==> config.mk <==
export PLATFORM = sky130hd
export DESIGN_NAME = svn_sgmnt_rx
export DESIGN_NICKNAME = d
export VERILOG_FILES = /design/src/rtl/svn_sgmnt_pkg.sv /design/src/rtl/svn_sgmnt_dec7.sv /design/src/rtl/svn_sgmnt_rx.sv
export SDC_FILE = /design/constraint.sdc
export NUM_CORES = 1
export LEC_CHECK = 0
export CAP_MARGIN = 20
export CORE_UTILIZATION = 51
export CTS_CLUSTER_SIZE = 14
export DETAILED_ROUTE_END_ITERATION = 7
export GPL_TIMING_DRIVEN = 0
export PLACE_DENSITY_LB_ADDON = 0.15
export RECOVER_POWER = 25
export SYNTH_ARGS = -nofsm -noshare
export SYNTH_HDL_FRONTEND = slang
export SYNTH_SLANG_ARGS = --single-unit
==> constraint.sdc <==
create_clock -name clk_16M -period 3.7 [get_ports clk_16M]
set_input_delay 0.555 -clock clk_16M [delete_from_list [all_inputs] [get_ports clk_16M]]
set_output_delay 0.555 -clock clk_16M [all_outputs]
set_load 0.02 [all_outputs]
==> src/rtl/svn_sgmnt_pkg.sv <==
// Shared constants for the seven-segment scan receiver: active-low segment
// patterns {g,f,e,d,c,b,a}, active-low digit enables and the framing states.
package svn_sgmnt_pkg;

  localparam logic [6:0] SEG_0 = 7'b1000000;
  localparam logic [6:0] SEG_1 = 7'b1111001;
  localparam logic [6:0] SEG_2 = 7'b0100100;
  localparam logic [6:0] SEG_3 = 7'b0110000;
  localparam logic [6:0] SEG_4 = 7'b0011001;
  localparam logic [6:0] SEG_5 = 7'b0010010;
  localparam logic [6:0] SEG_6 = 7'b0000010;
  localparam logic [6:0] SEG_7 = 7'b1111000;
  localparam logic [6:0] SEG_8 = 7'b0000000;
  localparam logic [6:0] SEG_9 = 7'b0010000;
  localparam logic [6:0] SEG_A = 7'b0001000;
  localparam logic [6:0] SEG_B = 7'b0000011;
  localparam logic [6:0] SEG_C = 7'b1000110;
  localparam logic [6:0] SEG_D = 7'b0100001;
  localparam logic [6:0] SEG_E = 7'b0000110;
  localparam logic [6:0] SEG_F = 7'b0001110;

  localparam logic [3:0] EN_D0    = 4'b1110;
  localparam logic [3:0] EN_D1    = 4'b1101;
  localparam logic [3:0] EN_D2    = 4'b1011;
  localparam logic [3:0] EN_D3    = 4'b0111;
  localparam logic [3:0] EN_BLANK = 4'b1111;

  typedef enum logic {
    SYNC    = 1'b0,
    COLLECT = 1'b1
  } state_e;

endpackage

==> src/rtl/svn_sgmnt_dec7.sv <==
// Combinational decode of an active-low segment pattern back to a hex nibble;
// legal is low for any pattern that is not one of the sixteen hex glyphs.
module svn_sgmnt_dec7
  import svn_sgmnt_pkg::*;
(
  input  logic [6:0] svn,
  output logic       legal,
  output logic [3:0] nibble
);

  always_comb begin
    legal  = 1'b1;
    nibble = 4'h0;
    case (svn)
      SEG_0:   nibble = 4'h0;
      SEG_1:   nibble = 4'h1;
      SEG_2:   nibble = 4'h2;
      SEG_3:   nibble = 4'h3;
      SEG_4:   nibble = 4'h4;
      SEG_5:   nibble = 4'h5;
      SEG_6:   nibble = 4'h6;
      SEG_7:   nibble = 4'h7;
      SEG_8:   nibble = 4'h8;
      SEG_9:   nibble = 4'h9;
      SEG_A:   nibble = 4'hA;
      SEG_B:   nibble = 4'hB;
      SEG_C:   nibble = 4'hC;
      SEG_D:   nibble = 4'hD;
      SEG_E:   nibble = 4'hE;
      SEG_F:   nibble = 4'hF;
      default: legal  = 1'b0;
    endcase
  end

endmodule

==> src/rtl/svn_sgmnt_rx.sv <==
// Seven-segment scan receiver: synchronise, wait for each digit to settle,
// decode it and reassemble digit0..digit3 into a 16-bit frame.
module svn_sgmnt_rx
  import svn_sgmnt_pkg::*;
#(
  parameter logic [15:0] SETTLE  = 16'd64,
  parameter logic [19:0] TIMEOUT = 20'd100000
) (
  input  logic        clk_16M,
  input  logic        rst_n,
  input  logic [3:0]  en,
  input  logic [6:0]  svn,
  output logic [15:0] data,
  output logic        data_valid,
  output logic        frame_err,
  output logic        stale
);

  logic [10:0] sync1_q, sync2_q, cap_vec_q;
  logic [15:0] settle_q;
  logic        cap_q;
  logic [19:0] to_q, to_d;
  state_e      state_q, state_d;
  logic [1:0]  expect_q, expect_d;
  logic [15:0] shadow_q, shadow_d, data_q, data_d;
  logic        acc_q, acc_d, valid_q, valid_d, ferr_q, ferr_d, stale_q, stale_d;

  logic        legal, en_ok, cap_evt, to_hit;
  logic [3:0]  nibble;
  logic [1:0]  idx;

  // sync1 is the next synced value, so a mismatch means the synced vector is changing.
  always_ff @(posedge clk_16M) begin
    if (!rst_n) begin
      sync1_q   <= '1;
      sync2_q   <= '1;
      cap_vec_q <= '1;
      settle_q  <= '0;
      cap_q     <= 1'b0;
    end else begin
      sync1_q   <= {en, svn};
      sync2_q   <= sync1_q;
      cap_vec_q <= sync2_q;
      cap_q     <= 1'b0;
      if (sync1_q != sync2_q) begin
        settle_q <= '0;
      end else if (settle_q != SETTLE) begin
        settle_q <= settle_q + 16'd1;
        cap_q    <= (settle_q == SETTLE - 16'd1);
      end
    end
  end

  svn_sgmnt_dec7 u_dec7 (
    .svn    (cap_vec_q[6:0]),
    .legal  (legal),
    .nibble (nibble)
  );

  always_comb begin
    en_ok = 1'b1;
    idx   = 2'd0;
    case (cap_vec_q[10:7])
      EN_D0:   idx   = 2'd0;
      EN_D1:   idx   = 2'd1;
      EN_D2:   idx   = 2'd2;
      EN_D3:   idx   = 2'd3;
      default: en_ok = 1'b0;
    endcase
  end

  // Blank captures neither frame data nor keep the link alive.
  assign cap_evt = cap_q && (cap_vec_q[10:7] != EN_BLANK);
  assign to_hit  = !cap_evt && (to_q == TIMEOUT - 20'd1);

  always_comb begin
    to_d      = to_q;
    stale_d   = stale_q;
    state_d   = state_q;
    expect_d  = expect_q;
    shadow_d  = shadow_q;
    acc_d     = acc_q;
    data_d    = data_q;
    valid_d   = 1'b0;
    ferr_d    = ferr_q;

    if (cap_evt) begin
      to_d    = '0;
      stale_d = 1'b0;
    end else if (to_q != TIMEOUT) begin
      to_d = to_q + 20'd1;
    end
    if (to_hit) begin
      stale_d = 1'b1;
    end

    if (cap_evt) begin
      if (en_ok && idx == 2'd0) begin
        shadow_d = {12'h000, nibble};
        acc_d    = !legal;
        expect_d = 2'd1;
        state_d  = COLLECT;
      end else if (state_q == COLLECT) begin
        if (en_ok && idx == expect_q) begin
          shadow_d[{expect_q, 2'b00} +: 4] = nibble;
          acc_d    = acc_q | !legal;
          expect_d = expect_q + 2'd1;
          if (expect_q == 2'd3) begin
            data_d  = shadow_d;
            valid_d = 1'b1;
            ferr_d  = acc_d;
            state_d = SYNC;
          end
        end else begin
          shadow_d = '0;
          acc_d    = acc_q | !en_ok;
          expect_d = 2'd0;
          state_d  = SYNC;
        end
      end
    end else if (to_hit) begin
      shadow_d = '0;
      expect_d = 2'd0;
      state_d  = SYNC;
    end
  end

  always_ff @(posedge clk_16M) begin
    if (!rst_n) begin
      to_q     <= '0;
      stale_q  <= 1'b0;
      state_q  <= SYNC;
      expect_q <= 2'd0;
      shadow_q <= '0;
      acc_q    <= 1'b0;
      data_q   <= '0;
      valid_q  <= 1'b0;
      ferr_q   <= 1'b0;
    end else begin
      to_q     <= to_d;
      stale_q  <= stale_d;
      state_q  <= state_d;
      expect_q <= expect_d;
      shadow_q <= shadow_d;
      acc_q    <= acc_d;
      data_q   <= data_d;
      valid_q  <= valid_d;
      ferr_q   <= ferr_d;
    end
  end

  assign data       = data_q;
  assign data_valid = valid_q;
  assign frame_err  = ferr_q;
  assign stale      = stale_q;

endmodule
Word-level counts from Yosys, hierarchy flattened
Index checks and enable logic that the tools add are counted.
- bits in registers: 109
- bits in latches: 0
- RAM bits: 0
- ROM bits: 0
- bits of input ports: 13
- output and inout bits: 19
- word-level logic and storage cells: 103
- memories kept: 0
- add/subtract/negate cells: 4
- multiply operators: 0
- div/mod/pow operators: 0
- $lt $le $gt $ge: 0
- equal/unequal tests: 28
- shift-type cells: 2
- muxes and demuxes: 27
- bitwise logic cells: 8
- reduce and logical (&&, ||, !) cells: 20
- operators with widths (kind ; number):
    $mux 16 ; 5
    $pmux 4 s15 ; 1
    $eq 7x7->1 const B ; 4
    $eq 7x5->1 const B ; 3
    $eq 7x6->1 const B ; 3
    $add 20x1->20 const B ; 1
    $eq 20x17->1 const B ; 1
    $ne 20x17->1 const B ; 1
    $add 16x1->16 const B ; 1
    $bwmux 16 ; 1
    $eq 16x6->1 const B ; 1
    $ne 16x7->1 const B ; 1
    $reduce_or 16->1 ; 1
    $shift 4x6->16 const A ; 1
    $shiftx 4x6->16 ; 1
    $eq 7x2->1 const B ; 2
    $eq 7x4->1 const B ; 2
    $mux 1 ; 14
    $eq 4x4->1 const B ; 3
    $ne 11x11->1 ; 1
    $mux 2 ; 5
    $eq 7x3->1 const B ; 1
    $logic_not 7->1 ; 1
    $neg 4->6 ; 1
    19 further kinds ; 33

Longest topological paths before layout
- word-level depth: 8
- depth in mapped cells: 7
- depth with buffers taken out: 6

By module
From an unflattened synthesis, not the netlist that was laid out.
- cell total of the unflattened synthesis: 538
- area, all modules: 4914.7 um2
- by module, submodules not included (module ; times used ; cells each ; area each (um2)):
    svn_sgmnt_rx ; 1 ; 482 ; 4550.6
    svn_sgmnt_dec7 ; 1 ; 56 ; 364.1

Least setup slack after synthesis
OpenSTA, ideal clock, no wires.
- kind: reg2reg
- start point: reg expect_q[0]
- end point: reg data_q[15] (netlist: data[15])
- setup time: 0.074 ns
- data arrival time: 1.893 ns
- data required time: 3.626 ns
- slack: 1.732 ns
- cell stages (with the launch flop): 7
- path buffers: 1
- period minus slack after synthesis: 1.968 ns
- cell sequence: dfxtp_1 > buf_2 > inv_1 > ha_1 > nor4_1 > o21ai_0 > a31oi_1
- cells in the longest elaborated chain, start to end: 3
- elaborated cells between the ends (all ways): 8
- classes of those cells: 1 x add/sub; 2 x eq/ne; 2 x shift; 1 x mux; 2 x reduce/logical
- ends and longest elaborated chain (element ; line ; text):
    start: declaration ; svn_sgmnt_rx.sv:24 ; logic [1:0] expect_q, expect_d;
    start signal: assignment ; svn_sgmnt_rx.sv:143 ; expect_q <= expect_d;
    $neg 4->6 / $eq 2x2->1 (equally long branches) ; svn_sgmnt_rx.sv:105, svn_sgmnt_rx.sv:104 ;
    $shiftx 4x6->16 (tied with other cells) ; svn_sgmnt_rx.sv:105 ; shadow_d[{expect_q, 2'b00} +: 4] = nibble;
    $bwmux 16 / $reduce_and 5->1 (equally long branches) ; n/a ;
    end signal: assignment ; svn_sgmnt_rx.sv:146 ; data_q <= data_d;
    end: declaration ; svn_sgmnt_rx.sv:25 ; logic [15:0] shadow_q, shadow_d, data_q, data_d;
Several ways; a longest one is shown, not always the timed one.
A chain may end at the register's enable or synchronous reset.

Worst setup path after layout
- start point: reg expect_q[0]
- end point: reg shadow_q[0]
- cells in the longest elaborated chain, start to end: 7
- elaborated cells between the ends (all ways): 10
- classes of those cells: 1 x add/sub; 1 x eq/ne; 2 x shift; 5 x mux; 1 x reduce/logical
- ends and longest elaborated chain (element ; line ; text):
    $neg 4->6 ; svn_sgmnt_rx.sv:105 ;
    $shiftx 4x6->16 / $shift 4x6->16 (equally long branches) ; svn_sgmnt_rx.sv:105 ;
    $bwmux 16 ; svn_sgmnt_rx.sv:105 ;
    $mux 16 (*) ; svn_sgmnt_rx.sv:104 ; if (en_ok && idx == expect_q) begin
    $mux 16 (*) ; svn_sgmnt_rx.sv:103 ; end else if (state_q == COLLECT) begin
    $mux 16 (*) ; svn_sgmnt_rx.sv:98 ; if (en_ok && idx == 2'd0) begin
    $mux 16 (*) ; svn_sgmnt_rx.sv:97 ; if (cap_evt) begin
    end signal: assignment ; svn_sgmnt_rx.sv:144 ; shadow_q <= shadow_d;
    end: declaration ; svn_sgmnt_rx.sv:25 ;
Mark *: on every way between the ends. The rest lies on a longest branch, timed or not. The select of a mux whose other input is x is not followed.

==> results by group <==
Synthesis
  – Post-synth top area cell: dfxtp_1
  – Top_reg_cell synth: dfxtp_1
  – Post-Synthesis Cells: between 500 and 600
  – Most frequent cells after synthesis: dfxtp_1, nor2_1, nand2b_1, xor2_1, nand2_1
  – Post-synth cell types: 58
  – Yosys warns: 0
  – Syn avg cell area: 9.20 um2
  – Synthesized cell area: between 0.004 and 0.005 mm2
  – Post-synthesis sequential area ratio: 0.441
  – Most frequent cell after synthesis: dfxtp_1
  – Asr flop ratio synth: 0
  – Number of flops mapped to enable cells by yosys: 0
  – Synthesized flop and latch total: between 100 and 150
  – Synth top area share: 0.441
  – Most area-consuming cells after synthesis: dfxtp_1, xor2_1, nand2b_1
  – Post-Syn Nets: approximately 560

Power and ir drop
  – P_sw: 0.473 mW
  – VDD IR-drop max: around 0.00017 V
  – Flop pwr share: 0.609
  – Logic pwr share: 0.045
  – Clock power frac: 0.346
  – Total leakage power: roughly 1.9 nW
  – Cell area power density: between 300 and 400 mW/mm2
  – Tot Pwr: just under 2 mW
  – Switch share: 0.240
  – Internal power: 1.50 mW

CTS
  – CTS max path bufs: 2
  – Total clock sinks: around 110
  – CTS H-Tree Depth: 3
  – CTS buffer count: 9
  – Clock Tree Root: clkbuf_8
  – Cts hold-fix bufs: 0
  – Clk pin slew, worst setup/hold paths: 0.10 ns
  – Worst-skew pair later-pin latency: 0.37 ns
  – Post-CTS setup-driven buffer insertion count: 0
  – Post-CTS Resized: 0
  – CTS tree: built

Route
  – ANT nets after route: 0
  – TritonRoute pass-1 iters: 4
  – Drt drc: 0
  – Routed WL: 10.2 mm
  – Drt first-iter violations: 137
  – Drt via density: approximately 5.6
  – Via count: about 4k
  – Routed wire per std cell: approximately 14 um

Floorplanning
  – Initial Util: 0.531
  – Core ar.: ~0.0093 mm2
  – Ports: 32
  – Die height: between 100 and 150 um
  – Die area: around 0.01 mm2
  – FP Rows: 35
  – Die Wd: 101 um

Finish
  – Share of cells above drive strength 1: 0.0872
  – Inserted Diodes: 0
  – Nets: between 600 and 700
  – Post-Layout Cell Count: just over 700
  – Area Overhead vs Synth: 13.1%
  – Cell area after layout: about 0.0056 mm2

Setup path
  – Crit. End Element: flip-flop
  – Crit Path Category: reg -> reg
  – Critical Path AT: roughly 2.8 ns
  – CP Launch Type: flip-flop
  – Crit-path max FO: 10
  – Data required, critical path: ~4 ns

Timing
  – Final setup viols: 0
  – Final Skew: around 0.016 ns
  – RSZ-0062 raised after global routing: no
  – FMAX: 401 MHz
  – Setup TNS: 0 ns
  – Fin. Hold Viols: 0
  – Worst-margin pin slew: approximately 0.94 ns
  – Period minus WS final: roughly 2.5 ns
  – Max-slew violation count: 0
  – Rel. slew slack: 0.373
  – Final worst path period share: 0.674

GRT
  – Vias in the first global route: about 3.8k
  – Grt total ovfl: 0
  – Pin count of the biggest net entering global routing: 19
  – GR Util All Layers: 0.218
  – First-pass GRT wire length: approximately 18 mm
  – Initial antenna violation count: 0

Place
  – Routability Congestion: between 0.8 and 0.9
  – Dpl cells: approximately 700
  – Buffers on Ports: 30
  – Area post-placement: 0.00541 mm2
  – Placed wire-length estimate: just over 7 mm

Run
  – Max Cap Viol: 0

Status
  – Status: completed

Worst hold path
  – Tightest Hold Check Type: reg -> reg
[placed cells by master (no fill, tap or decap), drive strengths merged, types with 11 or more instances in the layout]
cell and count:
clkdlybuf4s50 30, xnor2 13, nand3 28, nand2 30
clkbuf 24, xor2 32, buf 14, nor3 11
o21ai 26, nor2 54, a21oi 13, nand2b 37
inv 18, dfxtp 109
[routing by layer]
metal	track usage	up-vias	share of wire
li1	-	2000	-
met1	0.283	1923	0.48
met2	0.371	67	0.48
met3	0.0319	13	0.029
met4	0.0747	0	0.015
met5	0	-	0
[path summary, 6_finish.rpt]
| check | to | from | slack, ns | cells past startpoint |
|---|---|---|---|---|
| setup / recovery | shadow_q[0] | expect_q[0] | 1.21 | 6 |
| hold / removal | cap_vec_q[9] | sync2_q[9] | 0.47 | 1 |
| setup reg to reg | shadow_q[0] | expect_q[0] | 1.21 | 6 |
| hold reg to reg | cap_vec_q[9] | sync2_q[9] | 0.47 | 1 |
[flip-flops by register name (all words and copies together), names as in the netlist, 2 cells and up]
signal	cells
shadow_q	16
to_q	20
expect_q	2
settle_q	16
cap_vec_q	11
sync2_q	11
sync1_q	11
data	16
[critical path, stage by stage, from the launching register on]
cell      delay, ns
dfxtp_1        0.40
buf_2          0.25
inv_1          0.15
ha_1           0.39
nor4b_1        0.77
a22oi_1        0.23
o211ai_1       0.23
[metrics by stage]
step / util / setup WS [ns] / hold WS (ns)
detailed placement: 0.580 / 1.29 / 0.445
finish: 0.600 / 1.21 / 0.466
global placement: 0.580 / 1.37 / 0.440
floorplan: - / 1.73 / 0.431
global route: 0.600 / 1.09 / 0.483
CTS: 0.600 / 1.27 / 0.473
[cell type report]
cell class	instances	area, um2
Fill cell	842	3730
Multi-Input combinational cell	386	2560
Sequential cell	109	2180
Timing Repair Buffer	31	305
Tap cell	129	161
Buffer	27	148
Clock buffer	10	138
Inverter	16	60.1
Clock inverter	6	45.0
[cells by family after synthesis]
logic type      Yosys count  synth area share
compound gates          100             0.149
xor+xnor                 45            0.0796
fa+ha+maj                10            0.0253
buf+inv                  43            0.0420
flops                   109             0.441
mux                       6            0.0131
simple gates            225             0.250
[power by group through the flow]
stage / registers, mW / logic [mW] / clock network (mW)
2_1_floorplan: 1.23 / 0.0618 / 0
3_3_place_gp: 1.23 / 0.0869 / 0
3_5_place_dp: 1.23 / 0.0897 / 0
4_1_cts: 1.20 / 0.0899 / 0.703
5_1_grt: 1.21 / 0.0991 / 0.755
6_report: 1.20 / 0.0888 / 0.683
(Power assumes the default switching activity.)
